===== src/rtl/stage_fetch_if.sv =====
// -----------------------------------------------------------------------------
// stage_fetch_if
// Instruction-memory bus between the fetch stage and instruction memory.
//
// Signals
//   ihit      memory -> fetch  imemload holds a valid word this cycle
//   imemload  memory -> fetch  instruction word (32 bits)
//   iREN      fetch -> memory  instruction read request
//   imemaddr  fetch -> memory  fetch address (current PC)
//
// Handshake: fetch holds iREN and imemaddr steady while it waits. A word is
// consumed only in a cycle where iREN=1 and ihit=1. The fetch stage must also
// be free to accept it in that cycle, or have buffer space for it. Otherwise
// the word is dropped and fetched again from the same address.
//
// Modports
//   master  fetch-stage view
//   slave   instruction-memory view
// -----------------------------------------------------------------------------
interface stage_fetch_if;
    logic        ihit;
    logic [31:0] imemload;
    logic        iREN;
    logic [31:0] imemaddr;

    modport master (input ihit, input imemload, output iREN, output imemaddr);
    modport slave  (output ihit, output imemload, input iREN, input imemaddr);
endinterface


===== src/rtl/stage_fetch.sv =====
// -----------------------------------------------------------------------------
// stage_fetch
// Instruction fetch stage: owns the PC, issues instruction reads, applies
// branch/jump redirects resolved in EX and stops permanently on halt.
//
// Optional feature (macro STAGE_FETCH_IBUF_EN): a one-entry skid buffer.
// It keeps a word that arrives while IF/ID is stalled instead of refetching it.
//
// Ports
//   CLK            clock, rising edge
//   nRST           synchronous active-low reset
//   imem           stage_fetch_if.master (ihit, imemload, iREN, imemaddr)
//   stall_in       hazard stall, IF/ID holds
//   halt_in        halt retiring from MEM
//   branchSel_in   EX branch taken
//   branchaddr_in  branch target
//   jump_in        0 none, 1 j/jal, 2 jr, 3 none
//   jumpaddr_in    j/jal target
//   jraddr_in      jr target
//   instr_out      instruction to IF/ID
//   npc_out        delivered instruction address + 4
//   valid_out      instr_out/npc_out valid for capture
//   flush_out      squash IF/ID and ID/EX
//   dbg_state      {buffer full, halted}
// -----------------------------------------------------------------------------
module stage_fetch #(
    parameter logic [31:0] PC_INIT = 32'h00000000
) (
    input  logic          CLK,
    input  logic          nRST,
    stage_fetch_if.master imem,
    input  logic          stall_in,
    input  logic          halt_in,
    input  logic          branchSel_in,
    input  logic [31:0]   branchaddr_in,
    input  logic [1:0]    jump_in,
    input  logic [31:0]   jumpaddr_in,
    input  logic [31:0]   jraddr_in,
    output logic [31:0]   instr_out,
    output logic [31:0]   npc_out,
    output logic          valid_out,
    output logic          flush_out,
    output logic [1:0]    dbg_state
);

    typedef enum logic {S_RUN = 1'b0, S_HALT = 1'b1} state_t;

    state_t      state, state_next;
    logic [31:0] pc, pc_next, pc_plus4;
    logic        redirect_req;
    logic [31:0] redirect_target;
    logic        buf_full_q;

`ifdef STAGE_FETCH_IBUF_EN
    logic        buf_full, buf_full_next, buf_load;
    logic [31:0] buf_instr, buf_npc;
    assign buf_full_q = buf_full;
`else
    assign buf_full_q = 1'b0;
`endif

    assign pc_plus4      = pc + 32'd4;   // wraps modulo 2^32
    assign imem.imemaddr = pc;
    assign dbg_state     = {buf_full_q, state};

    // jump_in=3 is treated as no jump; jr beats j, and j beats branch.
    always_comb begin
        redirect_req    = branchSel_in || (jump_in == 2'd1) || (jump_in == 2'd2);
        redirect_target = branchaddr_in;
        if (jump_in == 2'd2)
            redirect_target = jraddr_in;
        else if (jump_in == 2'd1)
            redirect_target = jumpaddr_in;
    end

    always_comb begin
        state_next = state;
        pc_next    = pc;
        imem.iREN  = (state == S_RUN) && !buf_full_q;
        valid_out  = 1'b0;
        flush_out  = 1'b0;
        instr_out  = imem.imemload;
        npc_out    = pc_plus4;
`ifdef STAGE_FETCH_IBUF_EN
        buf_full_next = buf_full;
        buf_load      = 1'b0;
`endif
        case (state)
            S_RUN: begin
                if (halt_in) begin
                    // Halt wins over a same-cycle redirect: PC freezes here.
                    state_next = S_HALT;
                end else if (redirect_req) begin
                    flush_out = 1'b1;
                    pc_next   = redirect_target;
`ifdef STAGE_FETCH_IBUF_EN
                    buf_full_next = 1'b0;
`endif
                end else begin
`ifdef STAGE_FETCH_IBUF_EN
                    if (buf_full) begin
                        if (!stall_in) begin
                            valid_out     = 1'b1;
                            instr_out     = buf_instr;
                            npc_out       = buf_npc;
                            buf_full_next = 1'b0;
                        end
                    end else if (imem.ihit) begin
                        pc_next = pc_plus4;
                        if (stall_in) begin
                            buf_load      = 1'b1;
                            buf_full_next = 1'b1;
                        end else begin
                            valid_out = 1'b1;
                        end
                    end
`else
                    // A word that arrives during a stall is dropped and refetched.
                    if (imem.ihit && !stall_in) begin
                        valid_out = 1'b1;
                        pc_next   = pc_plus4;
                    end
`endif
                end
            end
            S_HALT: begin
                state_next = S_HALT;
            end
            default: state_next = S_RUN;
        endcase
    end

    always_ff @(posedge CLK) begin
        if (!nRST) begin
            state <= S_RUN;
            pc    <= PC_INIT;
        end else begin
            state <= state_next;
            pc    <= pc_next;
        end
    end

`ifdef STAGE_FETCH_IBUF_EN
    always_ff @(posedge CLK) begin
        if (!nRST)
            buf_full <= 1'b0;
        else
            buf_full <= buf_full_next;
    end

    // Payload needs no reset; it is only read while buf_full is set.
    always_ff @(posedge CLK) begin
        if (buf_load) begin
            buf_instr <= imem.imemload;
            buf_npc   <= pc_plus4;
        end
    end
`endif

endmodule


===== src/flat_wrapper.sv =====
// flat-port wrapper written by rule: the top's interface ports become plain ports
module stage_fetch_flat 
#(
    parameter logic [31:0] PC_INIT = 32'h00000000
)
  (CLK, nRST, stall_in, halt_in, branchSel_in, branchaddr_in, jump_in, jumpaddr_in, jraddr_in, instr_out, npc_out, valid_out, flush_out, dbg_state, imem_ihit, imem_imemload, imem_iREN, imem_imemaddr);
  stage_fetch_if imem_i ();
  input  logic CLK;
  input  logic nRST;
  input  logic stall_in;
  input  logic halt_in;
  input  logic branchSel_in;
  input  logic [31:0] branchaddr_in;
  input  logic [1:0] jump_in;
  input  logic [31:0] jumpaddr_in;
  input  logic [31:0] jraddr_in;
  output logic [31:0] instr_out;
  output logic [31:0] npc_out;
  output logic valid_out;
  output logic flush_out;
  output logic [1:0] dbg_state;
  input wire logic [$bits(imem_i.ihit)-1:0] imem_ihit;
  input wire logic [$bits(imem_i.imemload)-1:0] imem_imemload;
  output wire logic [$bits(imem_i.iREN)-1:0] imem_iREN;
  output wire logic [$bits(imem_i.imemaddr)-1:0] imem_imemaddr;
  assign imem_i.ihit = imem_ihit;
  assign imem_i.imemload = imem_imemload;
  assign imem_iREN = imem_i.iREN;
  assign imem_imemaddr = imem_i.imemaddr;
  stage_fetch #(.PC_INIT(PC_INIT)) u_core (.CLK(CLK), .nRST(nRST), .imem(imem_i), .stall_in(stall_in), .halt_in(halt_in), .branchSel_in(branchSel_in), .branchaddr_in(branchaddr_in), .jump_in(jump_in), .jumpaddr_in(jumpaddr_in), .jraddr_in(jraddr_in), .instr_out(instr_out), .npc_out(npc_out), .valid_out(valid_out), .flush_out(flush_out), .dbg_state(dbg_state));
endmodule

===== config.mk =====
export PLATFORM = sky130hd
export DESIGN_NAME = stage_fetch_flat
export DESIGN_NICKNAME = d
export VERILOG_FILES = /design/src/rtl/stage_fetch_if.sv /design/src/rtl/stage_fetch.sv /design/src/flat_wrapper.sv
export SDC_FILE = /design/constraint.sdc
export NUM_CORES = 1
export LEC_CHECK = 0
export ABC_AREA = 1
export ABC_CLOCK_PERIOD_IN_PS = 3100
export BUFFER_PORTS_ARGS = -buffer_cell sky130_fd_sc_hd__buf_2
export CAP_MARGIN = 20
export CORE_MARGIN = 4
export CORE_UTILIZATION = 35
export CTS_BUF_LIST = sky130_fd_sc_hd__clkbuf_4 sky130_fd_sc_hd__clkbuf_8
export DETAILED_ROUTE_END_ITERATION = 8
export GPL_ROUTABILITY_DRIVEN = 1
export GPL_TIMING_DRIVEN = 0
export PLACE_DENSITY = 0.71
export RECOVER_POWER = 25
export SETUP_SLACK_MARGIN = 0.1
export SLEW_MARGIN = 5
export SYNTH_ARGS = -nofsm -noshare
export SYNTH_HDL_FRONTEND = slang
export SYNTH_SLANG_ARGS = --single-unit

===== constraint.sdc =====
create_clock -name CLK -period 3.1 [get_ports CLK]
set_input_delay 0.155 -clock CLK [delete_from_list [all_inputs] [get_ports CLK]]
set_output_delay 0.155 -clock CLK [all_outputs]
set_load 0.02 [all_outputs]

==> metrics.txt <==
status complete, no violations; ANT cells 0; Adder-Cell Fraction of Synth Area 0.00374; overflow left after global routing 0; port bufs 203; Mapped Area 3350 um2; area grow syn2layout 36.6%; Avg Inst Size Synth 5.90 um2; die footprint 11200 um2; # hold bufs at CTS 0; GRT Max-Usage Layer met2; Routed Antenna Nets 0; Max Cap Viol 0; Max Root-Sink Buffers 2; Leak 2.42 nW; core footprint 9280 um2; most common cell in the netlist nand2_1; Crit Path Max Fanout 5; crit path kind flop to primary output; GRT met1 Usage 0.280; hold crit path type input pin to flop; Final Hold Fails 0; HPWL Detailed 11300 um; drt first pass iters 7; Synth top area share 0.197; die height 106 um; Setup-failing EPs final 0; PwrDens 338 nW/um2; Most Frequent Cell on Critical Path nand2_1; largest net degree at the start of global routing 11; vias per cell 4.87; final setup TNS 0 ns; asr flop ratio synth 0; Post-route DRC 0; largest area contributor in the netlist dfxtp_1; max incr delay on CP 0.42 ns; upper clock frequency limit 464 MHz; Tcrit/Tclk final 0.696; Seq/Total Area, Yosys 0.197; Max VDD drop 0.000157 V; worst relative slew slack 0.636; compound-cell area share of the yosys netlist 0.173; syn_nets 705; RSZ-0062 raised after global routing no; worst slew pin tran 0.546 ns; Final GP Congestion 0.939; Nets 915; CP max stage cell dfxtp_1; ratio of cells with drive above 1 in the final layout 0.330; Gate Count Post-Synth 568; register area 661 um2; clk_lat worst skew 0.29 ns; startpoint class of the critical path flop; crit-path cells ha_1 > nand2_1 > nor2_2 > nand2_4 > nor2_4 > nand2_1 > nand2_1 > and2_1 > buf_2; most instantiated cells after synthesis nand2_1 (173), nor2_1 (61), o21ai_0 (54), a21oi_1 (50), buf_4 (38); Clock transition at path regs 0.07 ns; clk sink count 33; Post-synth EDFFs 0; met2 GRT Util 0.407; Detailed Route Iter0 Violations 238; Post-CTS Setup Inserts 0; top cells by area, synth dfxtp_1 (20%), nand2_1 (19%), buf_4 (8.5%), o21ai_0 (8.1%), a21oi_1 (7.5%); Initial Util 0.361; I/O pin count 237; first-pass GRT wire length 20700 um; xor/xnor share of the synthesized area 0.0549; Yosys warning count 0; multi-input logic area 2160 um2; total number of vias 4416; Post-Synth Simple-Gate Area 0.411; final-report max-slew violation count 0; ys flop type dfxtp_1; Buf+Inv Stages, Crit Path 1; largest family of logic cells by synthesized area simple AND/OR/NAND/NOR gates; initial antenna violation count 0; final wirelength 13500 um; routed length per instance 14.9 um; Num CTS Buffers 5; FP Rows 35; final instance area 4580 um2; clk_skew 0.00291 ns; fill count 1052; Placement Cell Area 4530 um2; Data required, critical path 2.94 ns; post-synthesis mux area share 0; met3 Use GR 0.0551; vias in the first global route 4297; Root Driver clkbuf_8; die extent in x 106 um; minimum clock period 2.16 ns; All-Layer GR Usage 0.230; Worst EP arrival 2.00 ns; Post-CTS Resized 0; crit path capture type primary output; Yosys cell types 29; CTS tree built; CP top delay family simple AND/OR/NAND/NOR gates; synthesized flop and latch total 33; H-Tree Depth 2
## worst register-to-register path, delay by kind of cell (launching register included)
family / cells / cell delay (ns)
XOR/XNOR: 1 / 0.20
adder cells (fa/ha/maj): 1 / 0.24
AND/OR/NAND/NOR: 5 / 0.65
flip-flops: 1 / 0.42
AO/OA/AOI/OAI: 1 / 0.12
## final timing paths
check | startpoint | to | slack, ns | cells after the start
worst max-delay path | u_core.imem.imemaddr[2]$_SDFFE_PN0P_ | npc_out[22] | 0.94 | 9
worst min-delay path | halt_in | u_core.state$_SDFF_PN0_ | 0.10 | 3
worst max register to register | u_core.imem.imemaddr[2]$_SDFFE_PN0P_ | u_core.imem.imemaddr[18]$_SDFFE_PN0P_ | 1.42 | 8
worst min register to register | u_core.state$_SDFF_PN0_ | u_core.state$_SDFF_PN0_ | 0.58 | 2
## per-stage QoR
stage          utilization  power (mW)  hold slack, ns  instances  setup WS, ns
6_report             0.493        1.54           0.105        907         0.943
5_1_grt              0.493        1.64           0.126        907         0.778
4_1_cts              0.497        1.56           0.107        907         0.943
3_5_place_dp         0.488        1.21           0.398        900          1.27
3_3_place_gp         0.488        1.20           0.400        900          1.26
2_1_floorplan            -       0.942           0.291        568          1.27
## routing by layer
layer  vias up  part of all wire  wire length (um)
li1       2190                 -                 -
met1      1956              0.40              5410
met2       250              0.48              6480
met3        20              0.10              1340
met4         0             0.018               248
met5         -                 0                 0
## cell usage in the layout, fill, tap and decap left out, types with 7 or more instances in the layout
master and instances:
a21oi_1 50, xor2_2 7, dfxtp_1 33, nor2_1 61, buf_2 178, o21ai_0 54
buf_4 38, nand2_1 173, clkbuf_1 45, nand2_2 7, nand3_1 32, nor2_4 7
inv_1 37, nand3b_1 7
## cell type report
class,count,area share
multi-input combinational,434,0.471
timing repair buffer,203,0.213
sequential,33,0.144
buffer,63,0.0853
tap,129,0.0353
inverter,38,0.0312
clock buffer,7,0.0197
## cell families after synthesis
group	after synthesis
simple gates	305
compound gates	112
buf+inv	101
flops	33
xor+xnor	15
fa+ha+maj	1
other cells	1
## sequential cells by signal, summed over array words and instances (netlist names)
name                  cells
u_core.imem.imemaddr     32
u_core.state              1
## report_power, final
group | switching, mW | internal, mW
Combinational | 0.412 | 0.249
Sequential | 0.0670 | 0.467
Clock | 0.165 | 0.185
Note: power is estimated with default switching activity, not from simulation.
